--- config.mk ---
export PLATFORM = sky130hd
export DESIGN_NAME = exec_wb_seq_flat
export DESIGN_NICKNAME = d
export VERILOG_FILES = /design/src/rtl/exec_wb_seq_if.sv /design/src/rtl/exec_wb_seq.sv /design/src/flat_wrapper.sv
export SDC_FILE = /design/constraint.sdc
export NUM_CORES = 1
export LEC_CHECK = 0
export ABC_AREA = 1
export CAP_MARGIN = 15
export CORE_AREA = 10 10 149 164
export CTS_CLUSTER_SIZE = 10
export DETAILED_ROUTE_END_ITERATION = 8
export DIE_AREA = 0 0 159 174
export DONT_BUFFER_PORTS = 1
export GPL_TIMING_DRIVEN = 0
export PLACE_DENSITY_LB_ADDON = 0.1
export RECOVER_POWER = 25
export SLEW_MARGIN = 20
export SYNTH_ARGS = -nofsm -noshare
export SYNTH_HDL_FRONTEND = slang
export SYNTH_SLANG_ARGS = --single-unit
--- constraint.sdc ---
create_clock -name clk -period 4.7 [get_ports clk]
set_input_delay 0.47 -clock clk [delete_from_list [all_inputs] [get_ports clk]]
set_output_delay 0.47 -clock clk [all_outputs]
set_load 0.01 [all_outputs]
--- src/rtl/exec_wb_seq_if.sv ---
// rtl/exec_wb_seq_if.sv - instruction handshake and register-file port bundle for exec_wb_seq
interface exec_wb_seq_if;
   logic        in_valid;
   logic [31:0] in_instr;
   logic        in_ready;
   logic [4:0]  rs1;
   logic [4:0]  rs2;
   logic [31:0] rv1;
   logic [31:0] rv2;
   logic        we;
   logic [4:0]  rd;
   logic [31:0] indata;
   logic        done;
   logic        err;
   logic [31:0] retire_cnt;

   modport slave (
      input  in_valid, in_instr, rv1, rv2,
      output in_ready, rs1, rs2, we, rd, indata, done, err, retire_cnt
   );

   modport master (
      output in_valid, in_instr, rv1, rv2,
      input  in_ready, rs1, rs2, we, rd, indata, done, err, retire_cnt
   );
endinterface

--- src/rtl/exec_wb_seq.sv ---
// rtl/exec_wb_seq.sv - RV32I OP/OP-IMM execute/write-back sequencer; barrel shifter under `EXEC_SHIFT_EN
module exec_wb_seq (
   input  logic         clk,
   input  logic         rst,
   exec_wb_seq_if.slave bus
);
   typedef enum logic [1:0] {IDLE, READ, EXEC, WB} state_t;

   state_t      state_q, state_d;
   // Only the fields needed after accept: {imm[11:0], funct3, rd, opcode}
   logic [26:0] instr_q;
   logic [4:0]  rs1_q, rs2_q, rd_q;
   logic [31:0] result_q, cnt_q;

   logic [6:0]  opcode, f7;
   logic [2:0]  f3;
   logic        is_op, is_imm, legal;
   logic [31:0] opb, result;
   logic        in_ready_c, we_c, done_c, err_c;

   assign opcode = instr_q[6:0];
   assign f3     = instr_q[14:12];
   assign f7     = instr_q[26:20];
   assign is_op  = (opcode == 7'b0110011);
   assign is_imm = (opcode == 7'b0010011);
   assign opb    = is_op ? bus.rv2 : {{20{instr_q[26]}}, instr_q[26:15]};

`ifdef EXEC_SHIFT_EN
   logic [4:0] shamt;
   assign shamt = opb[4:0];
`endif

   always_comb begin
      legal  = 1'b0;
      result = '0;
      if (is_op || is_imm) begin
         case (f3)
            3'b000: begin
               // OP-IMM carries immediate bits in f7, so SUB is OP-only
               legal  = is_imm || (f7 == 7'b0000000) || (f7 == 7'b0100000);
               result = (is_op && f7[5]) ? bus.rv1 - opb : bus.rv1 + opb;
            end
            3'b010: begin
               legal  = is_imm || (f7 == 7'b0000000);
               result = {31'b0, $signed(bus.rv1) < $signed(opb)};
            end
            3'b011: begin
               legal  = is_imm || (f7 == 7'b0000000);
               result = {31'b0, bus.rv1 < opb};
            end
            3'b100: begin
               legal  = is_imm || (f7 == 7'b0000000);
               result = bus.rv1 ^ opb;
            end
            3'b110: begin
               legal  = is_imm || (f7 == 7'b0000000);
               result = bus.rv1 | opb;
            end
            3'b111: begin
               legal  = is_imm || (f7 == 7'b0000000);
               result = bus.rv1 & opb;
            end
`ifdef EXEC_SHIFT_EN
            3'b001: begin
               legal  = (f7 == 7'b0000000);
               result = bus.rv1 << shamt;
            end
            3'b101: begin
               legal  = (f7 == 7'b0000000) || (f7 == 7'b0100000);
               result = f7[5] ? 32'($signed(bus.rv1) >>> shamt) : bus.rv1 >> shamt;
            end
`endif
            default: begin
            end
         endcase
      end
   end

   always_comb begin
      state_d    = state_q;
      in_ready_c = 1'b0;
      we_c       = 1'b0;
      done_c     = 1'b0;
      err_c      = 1'b0;
      case (state_q)
         IDLE: begin
            in_ready_c = 1'b1;
            if (bus.in_valid) state_d = READ;
         end
         READ: state_d = EXEC;
         EXEC: begin
            err_c   = !legal;
            state_d = legal ? WB : IDLE;
         end
         WB: begin
            we_c    = (rd_q != 5'd0);
            done_c  = 1'b1;
            state_d = IDLE;
         end
         default: state_d = IDLE;
      endcase
      // Reset aborts the instruction in flight, including a pending write-back
      if (rst) begin
         in_ready_c = 1'b0;
         we_c       = 1'b0;
         done_c     = 1'b0;
         err_c      = 1'b0;
      end
   end

   always_ff @(posedge clk) begin
      if (rst) state_q <= IDLE;
      else     state_q <= state_d;
   end

   always_ff @(posedge clk) begin
      if (rst) begin
         instr_q  <= '0;
         rs1_q    <= '0;
         rs2_q    <= '0;
         rd_q     <= '0;
         result_q <= '0;
         cnt_q    <= '0;
      end else begin
         if (state_q == IDLE && bus.in_valid) begin
            instr_q <= {bus.in_instr[31:20], bus.in_instr[14:12], bus.in_instr[11:7], bus.in_instr[6:0]};
            rs1_q   <= bus.in_instr[19:15];
            rs2_q   <= bus.in_instr[24:20];
         end
         if (state_q == EXEC && legal) begin
            result_q <= result;
            rd_q     <= instr_q[11:7];
         end
         if (done_c) cnt_q <= cnt_q + 32'd1;
      end
   end

   assign bus.in_ready   = in_ready_c;
   assign bus.rs1        = rs1_q;
   assign bus.rs2        = rs2_q;
   assign bus.we         = we_c;
   assign bus.rd         = rd_q;
   assign bus.indata     = result_q;
   assign bus.done       = done_c;
   assign bus.err        = err_c;
   assign bus.retire_cnt = cnt_q;
endmodule

--- src/flat_wrapper.sv ---
// flat-port wrapper written by rule: the top's interface ports become plain ports
module exec_wb_seq_flat 
  (clk, rst, bus_in_valid, bus_in_instr, bus_rv1, bus_rv2, bus_in_ready, bus_rs1, bus_rs2, bus_we, bus_rd, bus_indata, bus_done, bus_err, bus_retire_cnt);
  exec_wb_seq_if bus_i ();
  input  logic clk;
  input  logic rst;
  input wire logic [$bits(bus_i.in_valid)-1:0] bus_in_valid;
  input wire logic [$bits(bus_i.in_instr)-1:0] bus_in_instr;
  input wire logic [$bits(bus_i.rv1)-1:0] bus_rv1;
  input wire logic [$bits(bus_i.rv2)-1:0] bus_rv2;
  output wire logic [$bits(bus_i.in_ready)-1:0] bus_in_ready;
  output wire logic [$bits(bus_i.rs1)-1:0] bus_rs1;
  output wire logic [$bits(bus_i.rs2)-1:0] bus_rs2;
  output wire logic [$bits(bus_i.we)-1:0] bus_we;
  output wire logic [$bits(bus_i.rd)-1:0] bus_rd;
  output wire logic [$bits(bus_i.indata)-1:0] bus_indata;
  output wire logic [$bits(bus_i.done)-1:0] bus_done;
  output wire logic [$bits(bus_i.err)-1:0] bus_err;
  output wire logic [$bits(bus_i.retire_cnt)-1:0] bus_retire_cnt;
  assign bus_i.in_valid = bus_in_valid;
  assign bus_i.in_instr = bus_in_instr;
  assign bus_i.rv1 = bus_rv1;
  assign bus_i.rv2 = bus_rv2;
  assign bus_in_ready = bus_i.in_ready;
  assign bus_rs1 = bus_i.rs1;
  assign bus_rs2 = bus_i.rs2;
  assign bus_we = bus_i.we;
  assign bus_rd = bus_i.rd;
  assign bus_indata = bus_i.indata;
  assign bus_done = bus_i.done;
  assign bus_err = bus_i.err;
  assign bus_retire_cnt = bus_i.retire_cnt;
  exec_wb_seq u_core (.clk(clk), .rst(rst), .bus(bus_i));
endmodule
# Yosys cells after proc, flatten, opt, wreduce, memory -nomap -nowiden
# Index checks and enable logic that the tools add are counted.
dict set report totals {
  output_inout_bits 83
  regBits 108
  elab_cells 56
  in_bits 99
}
dict set report classes {
  add_sub_neg 3
  reduce_logical 12
  bitwise_logic 3
  mux 17
  magnitude_cmp 2
  eq_ne 12
}
# op n
set op_table {}
lappend op_table {{one-hot mux 32 bit (6 select lines)} 1}
lappend op_table {{2-to-1 mux 32 bit} 3}
lappend op_table {{less-than comparator 32 bit} 2}
lappend op_table {{adder 32 x 1 -> 32 bit, second input constant} 1}
lappend op_table {{adder 32 bit} 1}
lappend op_table {{bitwise AND 32 bit} 1}
lappend op_table {{OR 32 bit} 1}
lappend op_table {{subtractor 32 bit} 1}
lappend op_table {{bitwise XOR 32 bit} 1}
lappend op_table {{== test 7 x 6 -> 1 bit, second input constant} 2}
lappend op_table {{== test 3 bit, second input constant} 3}
lappend op_table {{2-to-1 mux 1 bit} 9}
lappend op_table {{one-hot mux 2 bit (4 select lines)} 1}
lappend op_table {{== test 7 x 5 -> 1 bit, second input constant} 1}
lappend op_table {{logical NOT 7 bit} 1}
lappend op_table {{== test 3 x 2 -> 1 bit, second input constant} 2}
lappend op_table {{nonzero test 5 bit} 1}
lappend op_table {{OR reduction 5 bit} 1}
lappend op_table {{== test 2 bit, second input constant} 2}
lappend op_table {{2-to-1 mux 2 bit} 2}
lappend op_table {{logical AND 1 bit} 3}
lappend op_table {{logical NOT 3 bit} 1}
lappend op_table {{logical OR 1 bit} 3}
lappend op_table {{== test 2 x 1 -> 1 bit, second input constant} 1}
lappend op_table {{other kinds (4)} 4}

# Logic depth before layout (Yosys ltp)
dict set report logic_depth {
  ltp_word 8
  depth_mapped 23
  depth_no_buf 21
}

# Least setup slack after synthesis
# No wires, ideal clock.
dict set report synth_path {
  path_kind {register to register}
  startpoint {register u_core.instr_q[1]}
  endpoint {register u_core.result_q[27] (netlist: u_core.bus.indata[27])}
  required_time_ns 4.580
  setup_time_ns 0.120
  n_path_buf 2
  path_stages_with_launch 21
  arrival_time_ns 2.635
  synth_period_minus_slack_ns 2.755
  slack_ns 1.945
  path_cell_list {dfxtp_1 > nand2_1 > nor3_1 > nand2_1 > nand2_1 > clkbuf_1 > o21ai_0 > ha_1 > clkbuf_1 > nand2_1 > nor2_1 > inv_1 > nor2_1 > and3_1 > nand2_1 > nand2_1 > nand2_1 > nand2_1 > nand2_1 > nand3_1 > a21oi_1}
}
dict set report synth_via {
  elab_chain_len 6
  elab_cells_between_ends 18
  classes_between {2 x add/sub; 2 x eq/ne; 6 x mux; 3 x bitwise; 5 x reduce/logical}
}
# element line
set synth_rtl {}
lappend synth_rtl {{from (decl)} exec_wb_seq.sv:11} ;# logic [26:0] instr_q;
lappend synth_rtl {{from (signal assigned)} exec_wb_seq.sv:126} ;# instr_q <= {bus.in_instr[31:20], bus.in_instr[14:12], bus.in_instr[11:7], bus.in_instr[6:0]};
lappend synth_rtl {{== test 7 x 6 -> 1 bit / == test 7 x 5 -> 1 bit (equally long branches)} {exec_wb_seq.sv:24, exec_wb_seq.sv:25}}
lappend synth_rtl {{2-to-1 mux 32 bit / logical OR 1 bit (equally long branches)} --}
lappend synth_rtl {{adder 32 bit, or another cell as far along} exec_wb_seq.sv:41} ;# result = (is_op && f7[5]) ? bus.rv1 - opb : bus.rv1 + opb;
lappend synth_rtl {{2-to-1 mux 32 bit / one-hot mux 1 bit (2 select lines) (equally long branches)} {exec_wb_seq.sv:41, exec_wb_seq.sv:37}}
lappend synth_rtl {{one-hot mux 32 bit (6 select lines) / 2-to-1 mux 1 bit (equally long branches)} {exec_wb_seq.sv:37, exec_wb_seq.sv:36}}
lappend synth_rtl {{2-to-1 mux 32 bit / logical AND 1 bit (equally long branches)} {exec_wb_seq.sv:36, exec_wb_seq.sv:130}}
lappend synth_rtl {{to (signal assigned)} exec_wb_seq.sv:131} ;# result_q <= result;
lappend synth_rtl {{to (decl)} exec_wb_seq.sv:13} ;# logic [31:0] result_q, cnt_q;
# Several ways; a longest one is shown, not always the timed one.
# A chain may end at the register's enable or synchronous reset.

# Final worst setup path
dict set report layout_path {
  startpoint {register u_core.instr_q[1]}
  endpoint {register u_core.result_q[28] (netlist: u_core.bus.indata[28])}
}
# Same word-level chain as after synthesis.

==> run_results.csv <==
group,metric,value,unit
floorplanning,fp.coreArea,0.0211,sq mm
setup_path,crit_path_frequent_cell,"nand2_1",
detailed_routing,antenna_left,0,
final_layout,finalNetCount,2003,
run,cap_violations,0,
synth,ys_types,47,
clocking,root_buffer,"clkbuf_16",
global_route,grt-ovfl-total,0,
synth,ys_seq_area_frac,0.199,
sta,fin_skew,0.0165,ns
setup_path,cp_max_fo,10,
synth,synth_largest_area_cell,"dfxtp_1",
sta,hold_viol,0,
sta,fin_tns_setup,0,ns
floorplanning,start_util,0.491,
synth,yosys-top-cells-area,"dfxtp_1, nand2_1, ha_1",
sta,final-setup-viol-count,0,
setup_path,crit_start,"u_core.instr_q[1]",
clocking,cts_tree,"built",
floorplanning,die_h,174,microns
sta,max_slew_margin,0.359,
global_route,antenna_found_initial,1,
global_route,grt.total_usage,0.280,
floorplanning,fp.dieW,159,microns
sta,finalCritPeriodShare,0.894,
clocking,clock-sinks,103,
clocking,max-clock-path-buffers,2,
global_route,grt_pass1_vias,10748,
setup_path,worstPathRequired,5.01,ns
setup_path,path_cells,"nand2_1, nor3_1, nand2_1, nand2_1, clkbuf_1, o21ai_0, ha_1, buf_2, inv_1, nand2_1, nor3_1, nand2_1, nor2_1, nand2_1, nand3_1, nand2_1, nand3_1, nand3_1, a21oi_1",
final_layout,fillers,2313,
detailed_routing,drt_pass1_iterations,5,
sta,rsz0062_at_grt,"false",
clocking,htreeDepth,3,
detailed_routing,drt_iter0_markers,898,
sta,slew_viol_final,0,
clocking,cts_setup_buffers,0,
final_layout,layout-drive-gt1-share,0.0326,
pwr,ir_worst_vdd,0.000181,V
floorplanning,die_area,0.0277,sq mm
sta,worst_pin_slew,0.962,ns
global_route,grt_max_degree,20,
place,port_buffers,0,
synth,syn_nets,1992,
place,gp_congestion,0.958,
floorplanning,num_rows,56,
clocking,ctsResizeCount,0,
detailed_routing,wl,40300,microns
setup_path,r2r-start,"u_core.instr_q[1]",
setup_path,critPathMaxStageDelay,0.60,ns
pwr,power_leakage,0.00563,uW
synth,syn_area_per_cell,5.77,sq um
synth,async_flop_share,0,
clocking,hold_buffers,0,
detailed_routing,vias_per_cell,5.44,
synth,syn-instance-count,1794,
final_layout,multi_input_area,0.00686,sq mm
pwr,power_density,249,mW/mm^2
clocking,clk_latency,0.38,ns
sta,min_period,4.20,ns
final_layout,final_core_util,0.523,
synth,ys.flop_type,"dfxtp_1",
setup_path,slowest_stage,"clkbuf_1",
floorplanning,ioPinCount,182,
min_path,hold_class,"in2reg",
setup_path,critPathArrivalTime,4.51,ns
place,hpwl,32800,microns
final_layout,area_growth,6.57,%
synth,synth_seq_cells,103,
synth,netlist_area,0.0103,sq mm
final_layout,fin_cells,2101,
outcome,outcome,"completed",
place,dp_cells,2084,
detailed_routing,post_drt_wl_per_cell,19.2,microns
synth,yosys_warnings,0,
detailed_routing,post-route-drc-count,0,
setup_path,crit_path_end_kind,"flip-flop",
synth,synth_edf_count,0,
global_route,grt_pass1_wl,61500,microns
clocking,clk_pin_slew,0.09,ns
clocking,cts_buffers,9,
synth,yosysTopAreaCellShare,0.199,
setup_path,critPathLaunchType,"flip-flop",
min_path,hold_start,"bus_in_instr[17]",
detailed_routing,vias,11426,
final_layout,ff_latch_area,0.00206,sq mm
sta,fmax,238,MHz
setup_path,path_class,"reg2reg",
## layout make-up
type	instances	share of cell area
sequential	103	0.187
multi-input combinational	1319	0.622
buffer	65	0.0253
antenna	1	0.000227
inverter	307	0.104
clock inverter	7	0.00806
clock buffer	9	0.0204
tap	290	0.0329
## flip-flops by register name, summed over array words and instances (netlist names)
signal                 cells
u_core.state_q             2
u_core.bus.rs2             4
u_core.bus.indata         32
u_core.instr_q            23
u_core.bus.retire_cnt     32
u_core.bus.rd              5
u_core.bus.rs1             5
## per-stage QoR
stage | power [uW] | instance area, sq um | hold WS [ns] | setup slack (ns)
finish | 2740 | 11000 | 0.268 | 0.497
global route | 2910 | 11000 | 0.269 | 0.189
CTS | 2740 | 11000 | 0.261 | 0.524
detailed placement | 1910 | 10700 | 0.458 | 0.559
global placement | 1910 | 10700 | 0.454 | 0.564
floorplan | 1630 | 10300 | 0.441 | 1.95
## power breakdown
part | internal, uW | switching [uW] | total (uW)
logic | 294 | 701 | 995
clock network | 428 | 402 | 830
registers | 897 | 22.3 | 919
total | 1620 | 1130 | 2740
## cells by family after synthesis
kind of cell	synth area share
and+or+nand+nor	0.353
buffers and inverters	0.138
AOI/OAI and AO/OA	0.177
DFF	0.199
adders and majority gates	0.121
xor gates and xnor gates	0.0110
## per-layer routing
| metal | wire length [microns] | share of wire | GRT usage | up-vias |
|---|---|---|---|---|
| met1 | 16800 | 0.42 | 0.341 | 5171 |
| li1 | - | - | - | 5730 |
| met5 | 0 | 0 | 0 | - |
| met4 | 1920 | 0.048 | 0.131 | 0 |
| met2 | 18300 | 0.45 | 0.457 | 432 |
| met3 | 3310 | 0.082 | 0.0647 | 93 |
## Yosys cell counts (3+ instances only)
cell / n
nand2_1: 455
inv_1: 303
nor2_1: 233
o21ai_0: 146
a21oi_1: 123
nand3_1: 106
dfxtp_1: 103
ha_1: 97
clkbuf_1: 46
nor3_1: 36
o22ai_1: 18
a31oi_1: 11
o21bai_1: 11
o221ai_1: 11
nand4_1: 10
buf_2: 9
xnor2_1: 7
buf_4: 6
nor2_4: 6
xor2_1: 6
nor4_1: 5
or2_2: 4
a221oi_1: 3
buf_1: 3
inv_2: 3
nand2_2: 3
o211ai_1: 3
## critical path, delay by kind of cell, from the launching register on
family | cells | cell delay [ns]
flip-flops | 1 | 0.35
AND/OR/NAND/NOR | 13 | 1.91
AO/OA/AOI/OAI | 2 | 0.52
adder cells (fa/ha/maj) | 1 | 0.36
buffers and inverters | 3 | 1.00
## worst paths after layout
path                      endpoint  slack [ns]  depth (start not counted)
max reg2reg  u_core.bus.indata[28]        0.50                         19
min              u_core.bus.rs1[2]        0.27                          2
max          u_core.bus.indata[28]        0.50                         19
min reg2reg       u_core.bus.rd[1]        0.47                          2
## cell usage in the layout (no fill, tap or decap), types with 4 or more instances in the layout
master	instances
or2_2	4
nor3_1	36
xnor2_1	7
nor4_1	5
nor2_4	6
nor2_1	233
nand4_1	10
buf_4	6
nand3_1	106
inv_1	303
clkbuf_1	46
clkbuf_16	9
nand2_1	455
o221ai_1	11
xor2_1	6
a21oi_1	123
ha_1	97
o21bai_1	11
o21ai_0	146
a31oi_1	11
o22ai_1	18
dfxtp_1	103
buf_2	9
Power figures use the tool's default switching activity.
